<file path="config.mk">
export PLATFORM = sky130hd
export DESIGN_NAME = dict_cam_lru_flat
export DESIGN_NICKNAME = d
export VERILOG_FILES = /design/src/rtl/dict_cam_lru_if.sv /design/src/rtl/dict_cam_lru.sv /design/src/flat_wrapper.sv
export SDC_FILE = /design/constraint.sdc
export NUM_CORES = 1
export LEC_CHECK = 0
export BUFFER_PORTS_ARGS = -buffer_cell sky130_fd_sc_hd__clkbuf_2
export CAP_MARGIN = 20
export CORE_ASPECT_RATIO = 0.7
export CORE_MARGIN = 5
export CORE_UTILIZATION = 45
export DETAILED_ROUTE_END_ITERATION = 7
export PLACE_DENSITY = 0.73
export SYNTH_ARGS = -nofsm -noshare
export SYNTH_HDL_FRONTEND = slang
export SYNTH_SLANG_ARGS = --single-unit
</file>
<file path="constraint.sdc">
create_clock -name clk -period 6.99 [get_ports clk]
set_clock_uncertainty 0.2 [all_clocks]
set_input_delay 0.3495 -clock clk [delete_from_list [all_inputs] [get_ports clk]]
set_output_delay 0.3495 -clock clk [all_outputs]
set_load 0.02 [all_outputs]
</file>
<file path="src/rtl/dict_cam_lru_if.sv">
// Request/response bundle for the compression dictionary: write port, forward and reverse lookups.
// master drives requests and writes; slave (the dictionary) returns registered responses.
interface dict_cam_lru_if #(
    parameter int KEY_WIDTH = 3,
    parameter int VAL_WIDTH = 7,
    parameter int CNT_WIDTH = 8
);
    logic                 clear;
    logic                 wr_en;
    logic                 wr_auto;
    logic [KEY_WIDTH-1:0] wr_key;
    logic [VAL_WIDTH-1:0] wr_val;
    logic                 wr_full;
    logic                 key_req;
    logic [KEY_WIDTH-1:0] key_lookup_in;
    logic                 key_rsp;
    logic [VAL_WIDTH-1:0] val_out;
    logic                 val_out_valid;
    logic                 val_req;
    logic [VAL_WIDTH-1:0] val_lookup_in;
    logic                 val_rsp;
    logic                 val_lookup_result;
    logic [KEY_WIDTH-1:0] key_out;
    logic [CNT_WIDTH-1:0] hit_count;

    modport master (
        output clear, wr_en, wr_auto, wr_key, wr_val,
        output key_req, key_lookup_in, val_req, val_lookup_in,
        input  wr_full, key_rsp, val_out, val_out_valid,
        input  val_rsp, val_lookup_result, key_out, hit_count
    );

    modport slave (
        input  clear, wr_en, wr_auto, wr_key, wr_val,
        input  key_req, key_lookup_in, val_req, val_lookup_in,
        output wr_full, key_rsp, val_out, val_out_valid,
        output val_rsp, val_lookup_result, key_out, hit_count
    );
endinterface

</file>
<file path="src/rtl/dict_cam_lru.sv">
// Code-compression dictionary: forward key->value, reverse CAM value->key with saturating hit counters.
// Both lookups respond one cycle after the request; no backpressure, requests accepted every cycle.
module dict_cam_lru #(
    parameter int KEY_WIDTH = 3,
    parameter int VAL_WIDTH = 7,
    parameter int CNT_WIDTH = 8
) (
    input logic          clk,
    input logic          resetn,
    dict_cam_lru_if.slave bus
);
    localparam int DEPTH = 1 << KEY_WIDTH;

    logic [VAL_WIDTH-1:0] mem_q [DEPTH];
    logic [VAL_WIDTH-1:0] mem_d [DEPTH];
    logic [CNT_WIDTH-1:0] cnt_q [DEPTH];
    logic [CNT_WIDTH-1:0] cnt_d [DEPTH];
    logic [DEPTH-1:0]     valid_q, valid_d;
    logic [KEY_WIDTH-1:0] fill_ptr_q, fill_ptr_d;
    logic                 wr_full_q, wr_full_d;

    logic                 key_rsp_q, key_rsp_d;
    logic [VAL_WIDTH-1:0] val_out_q, val_out_d;
    logic                 val_out_valid_q, val_out_valid_d;
    logic                 val_rsp_q, val_rsp_d;
    logic                 val_lookup_result_q, val_lookup_result_d;
    logic [KEY_WIDTH-1:0] key_out_q, key_out_d;
    logic [CNT_WIDTH-1:0] hit_count_q, hit_count_d;

    logic                 hit;
    logic [KEY_WIDTH-1:0] hit_idx;
    logic [KEY_WIDTH-1:0] wr_tgt;

    // Scanning from the top down leaves the lowest matching index as the winner.
    always_comb begin
        hit     = 1'b0;
        hit_idx = '0;
        for (int i = DEPTH - 1; i >= 0; i--) begin
            if (valid_q[i] && (mem_q[i] == bus.val_lookup_in)) begin
                hit     = 1'b1;
                hit_idx = KEY_WIDTH'(i);
            end
        end
    end

    assign wr_tgt = bus.wr_auto ? fill_ptr_q : bus.wr_key;

    always_comb begin
        mem_d               = mem_q;
        cnt_d               = cnt_q;
        valid_d             = valid_q;
        fill_ptr_d          = fill_ptr_q;
        wr_full_d           = wr_full_q;
        key_rsp_d           = bus.key_req;
        val_out_d           = val_out_q;
        val_out_valid_d     = val_out_valid_q;
        val_rsp_d           = bus.val_req;
        val_lookup_result_d = val_lookup_result_q;
        key_out_d           = key_out_q;
        hit_count_d         = hit_count_q;

        // Responses are built from pre-edge state so same-cycle writes/clears are not visible.
        if (bus.key_req) begin
            val_out_d       = mem_q[bus.key_lookup_in];
            val_out_valid_d = valid_q[bus.key_lookup_in];
        end

        if (bus.val_req) begin
            val_lookup_result_d = hit;
            key_out_d           = hit ? hit_idx : '0;
            hit_count_d         = hit ? cnt_q[hit_idx] : '0;
            if (hit && (cnt_q[hit_idx] != {CNT_WIDTH{1'b1}})) begin
                cnt_d[hit_idx] = cnt_q[hit_idx] + 1'b1;
            end
        end

        // Applied after the hit increment so a write or clear zeroes the counter last.
        if (bus.clear) begin
            valid_d    = '0;
            fill_ptr_d = '0;
            wr_full_d  = 1'b0;
            for (int i = 0; i < DEPTH; i++) begin
                cnt_d[i] = '0;
            end
        end else if (bus.wr_en) begin
            mem_d[wr_tgt]   = bus.wr_val;
            valid_d[wr_tgt] = 1'b1;
            cnt_d[wr_tgt]   = '0;
            if (bus.wr_auto) begin
                fill_ptr_d = fill_ptr_q + 1'b1;
                if (fill_ptr_q == {KEY_WIDTH{1'b1}}) begin
                    wr_full_d = 1'b1;
                end
            end
        end
    end

    always_ff @(posedge clk or negedge resetn) begin
        if (!resetn) begin
            mem_q               <= '{default: '0};
            cnt_q               <= '{default: '0};
            valid_q             <= '0;
            fill_ptr_q          <= '0;
            wr_full_q           <= 1'b0;
            key_rsp_q           <= 1'b0;
            val_out_q           <= '0;
            val_out_valid_q     <= 1'b0;
            val_rsp_q           <= 1'b0;
            val_lookup_result_q <= 1'b0;
            key_out_q           <= '0;
            hit_count_q         <= '0;
        end else begin
            mem_q               <= mem_d;
            cnt_q               <= cnt_d;
            valid_q             <= valid_d;
            fill_ptr_q          <= fill_ptr_d;
            wr_full_q           <= wr_full_d;
            key_rsp_q           <= key_rsp_d;
            val_out_q           <= val_out_d;
            val_out_valid_q     <= val_out_valid_d;
            val_rsp_q           <= val_rsp_d;
            val_lookup_result_q <= val_lookup_result_d;
            key_out_q           <= key_out_d;
            hit_count_q         <= hit_count_d;
        end
    end

    assign bus.wr_full           = wr_full_q;
    assign bus.key_rsp           = key_rsp_q;
    assign bus.val_out           = val_out_q;
    assign bus.val_out_valid     = val_out_valid_q;
    assign bus.val_rsp           = val_rsp_q;
    assign bus.val_lookup_result = val_lookup_result_q;
    assign bus.key_out           = key_out_q;
    assign bus.hit_count         = hit_count_q;
endmodule

</file>
<file path="src/flat_wrapper.sv">
// flat-port wrapper written by rule: the top's interface ports become plain ports
module dict_cam_lru_flat 
#(
    parameter int KEY_WIDTH = 3,
    parameter int VAL_WIDTH = 7,
    parameter int CNT_WIDTH = 8
)
  (clk, resetn, bus_clear, bus_wr_en, bus_wr_auto, bus_wr_key, bus_wr_val, bus_key_req, bus_key_lookup_in, bus_val_req, bus_val_lookup_in, bus_wr_full, bus_key_rsp, bus_val_out, bus_val_out_valid, bus_val_rsp, bus_val_lookup_result, bus_key_out, bus_hit_count);
  dict_cam_lru_if #(.KEY_WIDTH(KEY_WIDTH), .VAL_WIDTH(VAL_WIDTH), .CNT_WIDTH(CNT_WIDTH)) bus_i ();
  input logic clk;
  input logic resetn;
  input wire logic [$bits(bus_i.clear)-1:0] bus_clear;
  input wire logic [$bits(bus_i.wr_en)-1:0] bus_wr_en;
  input wire logic [$bits(bus_i.wr_auto)-1:0] bus_wr_auto;
  input wire logic [$bits(bus_i.wr_key)-1:0] bus_wr_key;
  input wire logic [$bits(bus_i.wr_val)-1:0] bus_wr_val;
  input wire logic [$bits(bus_i.key_req)-1:0] bus_key_req;
  input wire logic [$bits(bus_i.key_lookup_in)-1:0] bus_key_lookup_in;
  input wire logic [$bits(bus_i.val_req)-1:0] bus_val_req;
  input wire logic [$bits(bus_i.val_lookup_in)-1:0] bus_val_lookup_in;
  output wire logic [$bits(bus_i.wr_full)-1:0] bus_wr_full;
  output wire logic [$bits(bus_i.key_rsp)-1:0] bus_key_rsp;
  output wire logic [$bits(bus_i.val_out)-1:0] bus_val_out;
  output wire logic [$bits(bus_i.val_out_valid)-1:0] bus_val_out_valid;
  output wire logic [$bits(bus_i.val_rsp)-1:0] bus_val_rsp;
  output wire logic [$bits(bus_i.val_lookup_result)-1:0] bus_val_lookup_result;
  output wire logic [$bits(bus_i.key_out)-1:0] bus_key_out;
  output wire logic [$bits(bus_i.hit_count)-1:0] bus_hit_count;
  assign bus_i.clear = bus_clear;
  assign bus_i.wr_en = bus_wr_en;
  assign bus_i.wr_auto = bus_wr_auto;
  assign bus_i.wr_key = bus_wr_key;
  assign bus_i.wr_val = bus_wr_val;
  assign bus_i.key_req = bus_key_req;
  assign bus_i.key_lookup_in = bus_key_lookup_in;
  assign bus_i.val_req = bus_val_req;
  assign bus_i.val_lookup_in = bus_val_lookup_in;
  assign bus_wr_full = bus_i.wr_full;
  assign bus_key_rsp = bus_i.key_rsp;
  assign bus_val_out = bus_i.val_out;
  assign bus_val_out_valid = bus_i.val_out_valid;
  assign bus_val_rsp = bus_i.val_rsp;
  assign bus_val_lookup_result = bus_i.val_lookup_result;
  assign bus_key_out = bus_i.key_out;
  assign bus_hit_count = bus_i.hit_count;
  dict_cam_lru #(.KEY_WIDTH(KEY_WIDTH), .VAL_WIDTH(VAL_WIDTH), .CNT_WIDTH(CNT_WIDTH)) u_core (.clk(clk), .resetn(resetn), .bus(bus_i));
endmodule
</file>
==> metrics.csv, run 1 <==
stage;metric;value;unit
synth;synth_edf_count;0;
clock_network;cts_resized;0;
clock_network;path_clk_slew;0.07;ns
detailed_routing;wl_met3;2.30;mm
clock_network;clkLatencyLatePin;0.43;ns
clock_network;post-cts-setup-buffers;0;
critical_path;end_kind;flop;
place;place_inst;998;
global_routing;antenna_found_initial;0;
cells_and_area;drive_above_1_share;22.2;%
critical_path;ff2ff_path_depth;13;
global_routing;grt_max_degree;93;
cells_and_area;n_antenna_cell;0;
global_routing;grt_pass1_vias;5887;
timing;slew_headroom;24.4;%
critical_path;r2r-end;u_core.cnt_q[9];
detailed_routing;top_layer_used;met4;
global_routing;grt-ovfl-total;0;
detailed_routing;via_per_inst;5.88;
floorplanning;die_area;21200;sq um
outcome;status;finished clean;
critical_path;cp.required;7.09;ns
detailed_routing;route.detailed.drc;0;
timing;max_freq;172;MHz
timing;fin_tns_setup;0;ns
floorplanning;start_util;45.8;%
detailed_routing;initialDrtViolationCount;663;
floorplanning;top_level_ports;50;
worst_hold_path;hp-start;bus_wr_en;
critical_path;r2r-start;u_core.mem_q[8];
detailed_routing;drtAntennaViolNets;0;
critical_path;crit_chain;xor2_1, nor4_1, nand4_1, a21oi_1, o22a_1, mux2_2, a2111oi_2, ha_1, inv_1, nor3_2, a21oi_1, mux2i_1, nor2_1;
synth;synthesis.area;8250;sq um
synth;synthArstFlopShare;100;%
worst_hold_path;hold_path_depth;3;
pwr;finalPower;0.00232;W
timing;finalCritPeriodShare;83.4;%
floorplanning;rows;41;
cells_and_area;layout.nets;814;
timing;min_period;5.83;ns
clock_network;hold_buffers;1;
critical_path;regToRegSetupSlack;1.16;ns
critical_path;crit_type;reg -> reg;
global_routing;grt_pass1_wl;33.8;mm
critical_path;crit_slowest_cell;o22a_1;
detailed_routing;met2_length;8.41;mm
cells_and_area;stdcell_count;1032;
detailed_routing;firstDrtPassIters;6;
worst_hold_path;min_to;u_core.fill_ptr_q[2];
critical_path;critPathMostFrequentCell;a21oi_1;
floorplanning;die_w;172;um
cells_and_area;regArea;3850;sq um
place;finalWeightedCongestion;0.971;
detailed_routing;drt-total-wl;21.2;mm
clock_network;htreeDepth;4;
pwr;ir_worst_vdd;0.184;mV
detailed_routing;dr_total_vias;6073;
cells_and_area;area_growth;11.4;%
cells_and_area;fillCellCount;1592;
synth;synth_warnings;0;
timing;slew_viol_final;0;
detailed_routing;wl_per_cell;20.6;um
synth;synthCells;759;
critical_path;cp.depth;13;
critical_path;arrival;5.93;ns
pwr;p_leak;4.08;nW
synth;ys_seq_area_share;46.7;%
critical_path;crit_fanout;21;
worst_hold_path;hp-class;in -> reg;
detailed_routing;met1_length;10.3;mm
timing;setup_viol;0;
run;drv_cap;0;
critical_path;cp_num_buf_inv;1;
synth;synthDistinctLibCells;48;
timing;rsz0062_at_grt;false;
floorplanning;core;18000;sq um
synth;ys_ff_latch;154;
clock_network;cts_root_buf;clkbuf_16;
critical_path;cp-start-kind;flop;
synth;synth_fp_nets;789;
clock_network;clockBufferDepth;2;
timing;finalHoldViolCount;0;
clock_network;clkSinkCount;154;
synth;synth-main-ff-cell;dfrtp_1;
cells_and_area;multi_input_area;4030;sq um
place;hpwl;15.3;mm
synth;syn_avg_cell_area;10.9;sq um
pwr;power_density;252;nW/um^2
global_routing;track_usage;21.1;%
clock_network;cts_tree;built;
floorplanning;die_y;123;um
timing;worstMarginPinSlew;1.13;ns
critical_path;slowest_delay;0.87;ns
critical_path;crit_family;compound AO/OA/AOI/OAI gates;
place;port_buffers;49;
clock_network;numCtsBuffers;17;
## flip-flops by register name (all words and copies together), names as in the netlist
name,count
u_core.bus.key_out,3
u_core.fill_ptr_q,3
u_core.bus.val_rsp,1
u_core.bus.val_out,7
u_core.bus.val_out_valid,1
u_core.mem_q,56
u_core.bus.wr_full,1
u_core.valid_q,8
u_core.bus.key_rsp,1
u_core.bus.val_lookup_result,1
u_core.cnt_q,64
u_core.bus.hit_count,8
## worst max path at each step
stage,start,to,slack (ns)
floorplan,bus_val_lookup_in[3],u_core.cnt_q[59],2.46
global placement,bus_val_lookup_in[1],u_core.cnt_q[13],1.40
detailed placement,bus_val_lookup_in[1],u_core.cnt_q[40],1.24
CTS,u_core.mem_q[8],u_core.cnt_q[4],1.34
global route,u_core.mem_q[8],u_core.cnt_q[15],0.83
finish,u_core.mem_q[8],u_core.cnt_q[9],1.16
## layout by cell type, fill, tap and decap left out, drive strengths merged, types with 24 or more instances in the layout
cell    synthesis  routed
a21oi          25      25
nor2          113     113
clkbuf         25      68
xor2           37      37
xnor2          26      26
nor3           27      27
mux2i          70      70
inv            24      24
dfrtp         154     154
mux2           61      61
## through the flow
step	cell area, sq um	hold WS [ns]	util (%)	worst slack, ns
finish	9190	0.0184	51.0	1.16
detailed placement	8580	0.289	47.7	1.24
floorplan	8250	-0.146	-	2.46
CTS	9170	0.00922	50.9	1.34
global route	9190	0.0277	51.0	0.830
global placement	8580	0.289	47.7	1.40
## worst reg2reg max path, stage by stage (launching register included)
cell and delay (ns):
dfrtp_1 0.43, xor2_1 0.19, nor4_1 0.48, nand4_1 0.21, a21oi_1 0.60, o22a_1 0.87
mux2_2 0.45, a2111oi_2 0.55, ha_1 0.30, inv_1 0.10, nor3_2 0.52, a21oi_1 0.46
mux2i_1 0.29, nor2_1 0.06
## report_power, final
group          total [W]  switching [W]  leakage, nW  internal [W]
Sequential       0.00107      0.0000918         2.05      0.000981
Combinational   0.000335       0.000166         1.76      0.000169
Clock           0.000912       0.000371        0.274      0.000541
Total            0.00232       0.000628         4.08       0.00169
## cells in the mapped netlist (all sizes together), types with 2 or more instances
library cell  number  area (sq um)
a21oi             25           129
a31oi              2          12.5
nor2b              3          18.8
and4               5          43.8
xor2              37           324
nor3              27           140
o21ai              6          30.0
o32ai              3          26.3
and2               3          18.8
dfrtp            154          3850
ha                 3          37.5
a211oi            23           173
mux2              61           687
mux2i             70           701
inv               24          90.1
o211a              2          20.0
nand3              5          25.0
o221ai             7          61.3
nand4             16           100
nor2             113           424
nand2b             8          50.1
xnor2             26           235
clkbuf            25          93.8
o211ai             7          52.6
mux4              16           360
or2                6          37.5
or3                3          18.8
o22ai             13          81.3
nor4               7          58.8
buf               30           186
nand2             20          75.1
## layout make-up
cell class / instances / area share, %
Clock buffer: 20 / 4.97
Clock inverter: 11 / 1.33
Tap cell: 236 / 3.21
Inverter: 24 / 0.981
Timing Repair Buffer: 61 / 3.75
Sequential cell: 154 / 41.9
Multi-Input combinational cell: 526 / 43.8
## cells by family (layout without fill, tap and decap cells)
group / Yosys count / count (layout) / share of synthesized area [%]
and+or+nand+nor: 217 / 217 / 12.3
buffers and inverters: 79 / 116 / 4.49
AOI/OAI and AO/OA: 96 / 96 / 8.02
adders and majority gates: 3 / 3 / 0.455
xor gates and xnor gates: 63 / 63 / 6.78
DFF: 154 / 154 / 46.7
muxes: 147 / 147 / 21.2
## routing by layer
| layer | track usage, % | vias to the layer above |
|---|---|---|
| li1 | - | 2744 |
| met1 | 33.4 | 3018 |
| met2 | 27.6 | 287 |
| met3 | 7.06 | 24 |
| met4 | 4.76 | 0 |
| met5 | 0 | - |
No activity file was read; power rests on OpenSTA's default activity.
==> inputs of run 2 (changes only) <==
==> constraint.sdc (replaced) <==
create_clock -name clk -period 5.5 [get_ports clk]
set_clock_uncertainty 0.2 [all_clocks]
set_input_delay 0.275 -clock clk [delete_from_list [all_inputs] [get_ports clk]]
set_output_delay 0.275 -clock clk [all_outputs]
set_load 0.02 [all_outputs]
==> metrics.csv, run 2 (synthesized netlist as in run 1, its figures left out) <==
stage;metric;value;unit;change
global_routing;track_usage;21.3;%;+0.17 points
global_routing;grt_max_degree;102;;+9.7%
timing;fin_tns_setup;0;ns;unchanged
floorplanning;top_level_ports;50;;unchanged
clock_network;numCtsBuffers;17;;unchanged
timing;rsz0062_at_grt;false;;
clock_network;post-cts-setup-buffers;0;;unchanged
timing;max_freq;194;MHz;+13%
cells_and_area;top_register;u_core.cnt_q;;
critical_path;crit_slowest_cell;nor4_4;;
clock_network;cts_resized;0;;unchanged
pwr;p_sw;0.000833;W;+33%
floorplanning;die_y;123;um;unchanged
critical_path;arrival;5.22;ns;-0.71 ns
pwr;pwr-share-clk;41.7;%;+2.4 points
detailed_routing;drtAntennaViolNets;0;;unchanged
pwr;p_seq_share;44.2;%;-2.0 points
timing;worstMarginPinSlew;1.19;ns;+0.0672 ns
timing;min_period;5.15;ns;-0.685 ns
global_routing;grt_pass1_wl;34.2;mm;+1.0%
cells_and_area;layout.nets;828;;+1.7%
global_routing;grt-ovfl-total;0;;unchanged
cells_and_area;final_cell_mix;154 x dfrtp_1, 113 x nor2_1, 70 x mux2i_1;;
place;port_buffers;49;;unchanged
timing;slew_viol_final;0;;unchanged
critical_path;crit_fanout;29;;+38%
clock_network;clkSinkCount;154;;unchanged
cells_and_area;reg_top3;u_core.cnt_q: 64 flops, u_core.mem_q: 56 flops;;
place;hpwl;15.2;mm;about the same
pwr;power.internal;0.00223;W;+32%
clock_network;cts_root_buf;clkbuf_16;;
cells_and_area;fillCellCount;1534;;-3.6%
cells_and_area;area_growth;13.6;%;
global_routing;grt_pass1_vias;5955;;+1.2%
timing;finalHoldViolCount;0;;unchanged
pwr;power_density;327;nW/um^2;+30%
pwr;finalPower;0.00307;W;+32%
timing;slew_headroom;19.9;%;-4.5 points
critical_path;crit_type;reg -> reg;;
floorplanning;die_w;172;um;unchanged
detailed_routing;via_per_inst;5.91;;+0.42%
detailed_routing;route.detailed.drc;0;;unchanged
clock_network;cts_tree;built;;
pwr;swShare;27.2;%;+0.071 points
critical_path;end_kind;flop;;
worst_hold_path;hp-class;in -> reg;;
pwr;ir_worst_vdd;0.329;mV;+79%
global_routing;antenna_found_initial;0;;unchanged
floorplanning;die_area;21200;sq um;unchanged
detailed_routing;drt-total-wl;21.7;mm;+2.0%
outcome;status;finished clean;;
critical_path;crit_chain;xor2_1, nor4_1, and4_1, or3_1, o22a_1, buf_12, mux2i_1, nand4_1, nor4_4, nand2_1, xnor2_2, a211oi_1;;
cells_and_area;n_antenna_cell;0;;unchanged
cells_and_area;final_common_cell;dfrtp_1;;
detailed_routing;dr_total_vias;6187;;+1.9%
critical_path;cp-start-kind;flop;;
cells_and_area;drive_above_1_share;23.6;%;+1.3 points
critical_path;slowest_delay;0.57;ns;-0.30 ns
detailed_routing;firstDrtPassIters;7;;+1
clock_network;clkLatencyLatePin;0.43;ns;about the same
cells_and_area;largest_reg_flops;64;;unchanged
clock_network;path_clk_slew;0.07;ns;about the same
timing;finalCritPeriodShare;93.6;%;+10 points
detailed_routing;initialDrtViolationCount;603;;-9.0%
floorplanning;start_util;45.8;%;unchanged
pwr;p_leak;4.18;nW;+2.4%
clock_network;htreeDepth;4;;unchanged
clock_network;clockBufferDepth;2;;unchanged
place;finalWeightedCongestion;0.945;;-2.6%
critical_path;cp.required;5.58;ns;-1.51 ns
detailed_routing;wl_per_cell;20.7;um;+0.54%
floorplanning;rows;41;;unchanged
critical_path;regToRegSetupSlack;0.35;ns;-0.80 ns
pwr;comb_power_share;14.1;%;-0.3 points
timing;setup_viol;0;;unchanged
run;drv_cap;0;;unchanged
floorplanning;core;18000;sq um;unchanged
==> run 2: changes by cell type in the layout (fill, tap and decap cells not counted), moves of 2 or more <==
cell	previous run	this run
clkinv_2	3	0
clkbuf_8	2	0
inv_8	0	2
bufinv_16	2	4
buf_4	11	22
inv_6	0	2
dlygate4sd3_1	1	3
==> run 2: final timing paths <==
check,depth (start not counted),to,start
setup / recovery,12,u_core.cnt_q[39],u_core.mem_q[51]
max in group asynchronous,3,u_core.cnt_q[25],resetn
setup reg to reg,12,u_core.cnt_q[39],u_core.mem_q[51]
min in group asynchronous,2,u_core.mem_q[50],resetn
hold / removal,2,u_core.mem_q[2],bus_wr_val[2]
hold reg to reg,2,u_core.bus.wr_full,u_core.bus.wr_full
==> run 2: what timing repair did <==
action,in CTS,in global routing
hold endpoints to repair,104,0
setup endpoints to repair,0,0
hold buffers,3,0
==> run 2: layer usage <==
layer / share of wire (%) / track usage, %
met5: 0 / 0
met4: 0.84 / 4.76
met2: 41 / 28.3
met3: 11 / 6.97
met1: 47 / 33.3
==> run 2: metrics by stage <==
stage	worst slack, ns	area [sq um]	cells	utilization [%]	hold slack (ns)
global route	0.129	9370	1047	52.1	0.0275
detailed placement	0.337	8660	1007	48.1	0.261
floorplan	1.05	8250	759	-	-0.221
CTS	0.443	9340	1042	51.8	0.00330
finish	0.355	9370	1047	52.1	0.0207
global placement	0.579	8660	1007	48.1	0.253
==> run 2: power by group through the flow <==
| stage | registers (W) | clock network [W] | logic, W |
|---|---|---|---|
| final | 0.00135 | 0.00128 | 0.000432 |
| after global routing | 0.00137 | 0.00135 | 0.000473 |
| after floorplan | 0.00135 | 0 | 0.000298 |
| after CTS | 0.00135 | 0.00130 | 0.000431 |
| after detailed placement | 0.00137 | 0 | 0.000424 |
| after global placement | 0.00136 | 0 | 0.000417 |
==> run 2: layout make-up <==
| type | instances | area, sq um | share of cell area, % |
|---|---|---|---|
| flip-flops and latches | 154 | 3850 | 41.1 |
| repair buffers | 75 | 467 | 4.98 |
| multi-input cells | 526 | 4030 | 42.9 |
| clock inverters | 15 | 216 | 2.31 |
| well taps | 236 | 295 | 3.15 |
| inverters | 24 | 90.1 | 0.961 |
| clock buffers | 17 | 425 | 4.54 |
==> run 2: critical path: cells and delay by family, from the launching register on <==
kind	cells	cell delay, ns
multiplexers	1	0.42
AND/OR/NAND/NOR	6	2.41
AO/OA/AOI/OAI	2	0.57
buffers and inverters	1	0.25
flip-flops	1	0.41
XOR/XNOR	2	0.68
